[config.mk]
export PLATFORM = sky130hd
export DESIGN_NAME = rx_pckg_buf
export DESIGN_NICKNAME = d
export VERILOG_FILES = /design/src/rtl/rx_pckg_pkg.sv /design/src/rtl/rx_pckg_buf.sv
export SDC_FILE = /design/constraint.sdc
export NUM_CORES = 1
export LEC_CHECK = 0
export ABC_CLOCK_PERIOD_IN_PS = 5000
export BUFFER_PORTS_ARGS = -buffer_cell sky130_fd_sc_hd__buf_2
export CAP_MARGIN = 15
export CORE_MARGIN = 2
export CORE_UTILIZATION = 50
export DETAILED_ROUTE_END_ITERATION = 12
export PLACE_DENSITY = 0.82
export SLEW_MARGIN = 0
export SYNTH_ARGS = -nofsm -noshare
export SYNTH_HDL_FRONTEND = slang
export SYNTH_SLANG_ARGS = --single-unit
[constraint.sdc]
create_clock -name clk -period 5 [get_ports clk]
set_input_delay 0.25 -clock clk [delete_from_list [all_inputs] [get_ports clk]]
set_output_delay 0.25 -clock clk [all_outputs]
set_load 0.01 [all_outputs]
[src/rtl/rx_pckg_pkg.sv]
// Shared word layout, lock states and helpers for the receive packet checker.
// Pure definitions: no latency, no flow control.
package rx_pckg_pkg;

    localparam logic [3:0] SYNC_NIB = 4'hA;

    localparam int SYNC_HI = 23;
    localparam int SYNC_LO = 20;
    localparam int CH_HI   = 19;
    localparam int CH_LO   = 18;
    localparam int SEQ_HI  = 17;
    localparam int SEQ_LO  = 16;
    localparam int PAY_HI  = 15;
    localparam int PAY_LO  = 8;
    localparam int CHK_HI  = 7;
    localparam int CHK_LO  = 0;

    typedef enum logic [1:0] {
        HUNT   = 2'd0,
        CHECK  = 2'd1,
        LOCKED = 2'd2
    } lock_state_t;

    typedef struct packed {
        logic [1:0] ch;
        logic [7:0] dat;
    } buf_entry_t;

    // Checksum covers the header byte (sync/ch/seq) and the payload byte.
    function automatic logic [7:0] calc_chk(input logic [7:0] hdr, input logic [7:0] pay);
        return hdr ^ pay;
    endfunction

    function automatic logic [7:0] sat_inc(input logic [7:0] v);
        return (v == 8'hFF) ? v : v + 8'd1;
    endfunction

endpackage

[src/rtl/rx_pckg_buf.sv]
// FIFO of {ch, payload}; a push becomes visible on out_vld one clock later.
// Head holds while out_vld && !out_rdy; a push into a full FIFO is taken only alongside a pop.
module rx_pckg_buf
    import rx_pckg_pkg::*;
#(
    parameter int DEPTH = 4
) (
    input  logic       clk,
    input  logic       rst_n,
    input  logic       push,
    input  buf_entry_t push_dat,
    output logic       push_ok,
    output logic       out_vld,
    input  logic       out_rdy,
    output buf_entry_t out_dat
);

    localparam int AW = $clog2(DEPTH);
    localparam logic [AW:0] FULL_CNT = (AW + 1)'(DEPTH);

    buf_entry_t      mem [DEPTH];
    logic [AW-1:0]   wr_ptr;
    logic [AW-1:0]   rd_ptr;
    logic [AW:0]     count;
    logic            pop;
    logic            wr;

    assign out_vld = (count != '0);
    assign pop     = out_vld && out_rdy;
    assign push_ok = (count != FULL_CNT) || pop;
    assign wr      = push && push_ok;
    assign out_dat = mem[rd_ptr];

    // When full with a simultaneous pop, wr_ptr equals rd_ptr: the popped slot is reused.
    always_ff @(posedge clk) begin
        if (!rst_n) begin
            wr_ptr <= '0;
            rd_ptr <= '0;
            count  <= '0;
            for (int i = 0; i < DEPTH; i++) begin
                mem[i] <= '0;
            end
        end else begin
            if (wr) begin
                mem[wr_ptr] <= push_dat;
                wr_ptr      <= wr_ptr + 1'b1;
            end
            if (pop) begin
                rd_ptr <= rd_ptr + 1'b1;
            end
            case ({wr, pop})
                2'b10:   count <= count + 1'b1;
                2'b01:   count <= count - 1'b1;
                default: count <= count;
            endcase
        end
    end

endmodule

# Yosys cells after proc, flatten, opt, wreduce, memory -nomap -nowiden
# Memories as Yosys holds them, arrays and structs flattened. A register that Yosys moved wholly into a read port is not among the register bits.
# Cells that the tools add are included.
# totals
ff_bits,7
ramBits,40
input_bits,14
out_inout_bits,12
word_cells,27
n_memories,1
# mem_list
memory,words,width,read_ports,rd_ports_with_merged_regs,wr,line_no,rtl
mem,4,10,1,1,4,rx_pckg_buf.sv:21,buf_entry_t mem [DEPTH];
# op_classes
n_addsub,4
n_eq_ne,3
muxes,10
n_reduce_logical,6
# ops
cell,n
2-to-1 mux 10 bit,1
OR reduction 10 bit,1
2-to-1 mux 2 bit,3
one-hot mux 3 bit (2 select lines),1
2-to-1 mux 1 bit,5
"adder 2 x 1 -> 2 bit, second input constant",2
"adder 3 x 1 -> 3 bit, second input constant",1
"inequality test 3 bit, second input constant",1
nonzero test 3 bit,1
"subtractor 3 x 1 -> 3 bit, second input constant",1
"equality test 2 x 1 -> 1 bit, second input constant",1
"equality test 2 bit, second input constant",1
logical AND 1 bit,2
nonzero test 2 bit,1
logical OR 1 bit,1

# Logic depth before layout (Yosys ltp)
# depth
depth_word,9
ltp_mapped,9
depth_no_buf,9

# Least setup slack after synthesis
# No wires, ideal clock.
# synth_timing
path_type,register to register
start,reg count[0]
end,reg count[2]
setup_ns,0.076
arrival_ns,2.110
required_time_ns,4.924
slack_ns,2.815
path_stages_with_launch,10
path_buffers,0
period_less_slack_ns,2.185
cell_sequence,dfxtp_1 -> nor4b_4 -> nor2_1 -> inv_1 -> ha_1 -> inv_1 -> fa_1 -> xor2_1 -> or3_1 -> a21boi_0
# synth_via
elab_chain_cells,6
elab_cells_between_ends,11
cone_classes,add/sub (2); eq/ne (3); mux (1); reduce/logical (5)
# synth_lines
element,line_no,rtl
"start, declared",rx_pckg_buf.sv:24,logic [AW:0] count;
"start signal, assigned",rx_pckg_buf.sv:52,2'b10: count <= count + 1'b1;
"start signal, assigned",rx_pckg_buf.sv:53,2'b01: count <= count - 1'b1;
"start signal, assigned",rx_pckg_buf.sv:54,default: count <= count;
nonzero test 3 bit,rx_pckg_buf.sv:28,assign out_vld = (count != '0);
logical AND 1 bit,rx_pckg_buf.sv:29,assign pop = out_vld && out_rdy;
logical OR 1 bit,rx_pckg_buf.sv:30,assign push_ok = (count != FULL_CNT) || pop;
logical AND 1 bit,rx_pckg_buf.sv:31,assign wr = push && push_ok;
equality test 2 x 1 -> 1 bit / equality test 2 bit (equally long branches),rx_pckg_buf.sv:51,"case ({wr, pop})"
one-hot mux 3 bit (2 select lines) / nonzero test 2 bit (equally long branches),--,
# Several ways; a longest one is shown, not always the timed one.
# A chain may end at the register's enable or synchronous reset.

# Final worst setup path
# Same ends and word-level chain as after synthesis.

==> impl_metrics.csv <==
group,metric,value,unit
status,outcome,"finished, final reports clean",
place,pre_cts_ws,2.44,ns
cts,htreeDepth,2,
cts,cts_buffers,5,
route,route.detailed.drc,0,
grt,grt_remaining_overflow,0,
grt,grt_pass1_wl,6510,microns
finish,regArea,1380,sq um
worst_setup_path,worst_ep_arrival_time,2.82,ns
cts,cts.sinks,49,
worst_setup_path,cp_data_required_time,5.23,ns
synth,yosys_warnings,0,
floorplanning,die_y,70.3,microns
floorplanning,die_x,70.3,microns
grt,grt_use_total,18.0,%
floorplanning,rows,24,
worst_setup_path,r2r_start,"count[0]",
synth,yosysTopAreaCell,"edfxtp_1",
synth,synthArstFlopShare,0,%
timing,min_period,2.60,ns
hold_path,min_from,"push_dat[0]",
worst_setup_path,reg2reg_slack,2.40,ns
cts,post-cts-setup-buffers,0,
worst_setup_path,max_stage_delay,0.44,ns
cts,tritoncts,"yes",
timing,max_slew_margin,44.2,%
route,routed-wl-met2,2100,microns
synth,avgSynthCellArea,14.6,sq um
timing,finalMaxSlewViolations,0,
timing,whs,0.259,ns
synth,synth_nets,166,
job,max_cap_violations,0,
worst_setup_path,worst_setup_path_end_kind,"flip-flop",
hold_path,hold_depth,2,
place,dp_hpwl,2800,microns
power,ir_drop,0.000225,V
worst_setup_path,crit_path_max_fanout,12,
timing,rsz0062_at_grt,"false",
synth,yosysUniqueCellTypes,31,
timing,max_freq,0.385,GHz
finish,insertedDiodeCount,0,
power,p_leak,0.955,nW
timing,finalHoldViolations,0,
route,finalWirelength,4070,microns
finish,final_cell_mix,"40 x edfxtp_1, 33 x and2_1, 25 x buf_2",
worst_setup_path,reg2reg_depth,9,
floorplanning,core_region_area,4290,sq um
synth,syn_inst,150,
power,total_power,1.00,mW
cts,cts.repair.resized,0,
floorplanning,pin_count,26,
synth,synth.top_cell.area_share,54.7,%
finish,multiInputGateArea,764,sq um
route,vias,1280,
finish,drive_gt1_share,26.1,%
synth,synthTopCellsByArea,"edfxtp_1 55%, mux4_2 10%, and2_1 9.4%",
timing,finalSetupTns,0,ns
place,port_buffers,25,
synth,syn_area,2200,sq um
power,powerDensity,405,nW/um^2
worst_setup_path,worstPathCellList,"nor4b_4, nor2_1, inv_1, ha_1, inv_1, fa_1, xor2_1, or3_1, a21boi_0",
finish,final_common_cell,"edfxtp_1",
route,drt-initial-drc-count,79,
worst_setup_path,worstSetupPathType,"flip-flop to flip-flop",
cts,clk_latency,0.30,ns
grt,grt_pass1_vias,1362,
cts,clock-root-buffer,"clkbuf_8",
timing,worst_pin_slew,0.835,ns
synth,synth_seq_cells,49,
finish,synthToLayoutAreaGrowth,12.4,%
place,gp_congestion,0.868,
route,viasPerCell,5.52,
place,dp_cells,224,
cts,cts_hold_buf,0,
route,wl_met3,176,microns
synth,yosysSeqAreaShare,62.9,%
hold_path,min_to,"mem[2][0]",
finish,n_fill_cell,361,
synth,synth-edff-count,40,
worst_setup_path,start_kind,"flip-flop",
floorplanning,die-area,4940,sq um
timing,skew,0.00601,ns
worst_setup_path,worst_path_max_delay_cell,"nor4b_4",
floorplanning,start_util,51.2,%
cts,ctsLongestPathBuffers,2,
finish,final_nets,195,
timing,setup_ws,2.40,ns
worst_setup_path,regToRegEndpoint,"count[2]",
timing,period_share,51.9,%
finish,layout.cells.non_filler,232,
grt,antenna_found_initial,0,
synth,ys.flop_type,"edfxtp_1",
hold_path,hp-class,"primary input to flip-flop",
grt,grt_max_degree,27,
route,wl_per_cell,17.6,microns
cts,path_clk_slew,0.08,ns
timing,setup_viol,0,
route,ant_nets,0,
route,routedLengthMet1,1720,microns
route,drt-pass1-iter-count,4,
route,highest_layer,"met4",
worst_setup_path,cpMostUsedCell,"inv_1",
-- registers in the layout (all words and copies together), names as in the netlist, named ones only --
name / count
mem: 40
wr_ptr: 2
rd_ptr: 2
count: 3
-- cells in the mapped netlist (2+ instances only) --
cell and n:
and2_1 33, and3_1 10, buf_2 2, clkbuf_1 4
dfxtp_1 9, edfxtp_1 40, inv_1 5, mux4_2 10
nand2_1 4, nand2b_1 3, nor2_1 2, nor2b_1 2
o21ai_0 5, or3_1 2, xnor2_1 3
-- critical path: cells and delay by family, from the launching register on --
family,cells,cell delay (ns)
AND/OR/NAND/NOR,3,1.00
adder cells (fa/ha/maj),2,0.59
flip-flops,1,0.38
buffers and inverters,2,0.23
XOR/XNOR,1,0.16
AO/OA/AOI/OAI,1,0.16
-- layout make-up --
type / count / area share, %
tap: 52 / 2.64
multi-input combinational: 88 / 31.0
inverter: 6 / 0.912
timing repair buffer: 29 / 6.28
clock buffer: 8 / 3.24
sequential: 49 / 56.0
-- report_power, final --
group          internal [mW]  switching [mW]  leakage (nW)
logic                  0.126           0.108         0.423
clock network         0.0995           0.122        0.0395
registers              0.493          0.0519         0.493
total                  0.719           0.282         0.955
-- worst max path at each step --
stage               slack [ns]        to     start  depth (start not counted)
detailed placement        2.44  count[2]  count[0]                          9
floorplan                 2.81  count[2]  count[0]                          9
global placement          2.58  count[2]  count[0]                          9
finish                    2.40  count[2]  count[0]                          9
global route              2.26  count[2]  count[0]                          9
CTS                       2.41  count[2]  count[0]                          9
-- kinds of logic after synthesis --
logic type | count (synthesis) | synth area share (%)
buf+inv | 13 | 2.33
fa+ha+maj | 2 | 1.48
flops | 49 | 62.9
compound gates | 10 | 2.96
simple gates | 62 | 18.5
mux | 10 | 10.3
xor+xnor | 4 | 1.59
-- per-stage QoR --
step | util (%) | cell area [sq um]
2_1_floorplan | - | 2200
6_report | 57.5 | 2470
4_1_cts | 57.5 | 2470
5_1_grt | 57.5 | 2470
3_5_place_dp | 55.6 | 2390
3_3_place_gp | 55.6 | 2390
-- routing by layer --
layer  GRT usage, %  vias to the layer above
met5              0                        -
met4           7.69                        0
met3           5.19                        6
met2           31.1                       32
met1           20.7                      631
li1               -                      611
No activity file was read; power rests on OpenSTA's default activity.
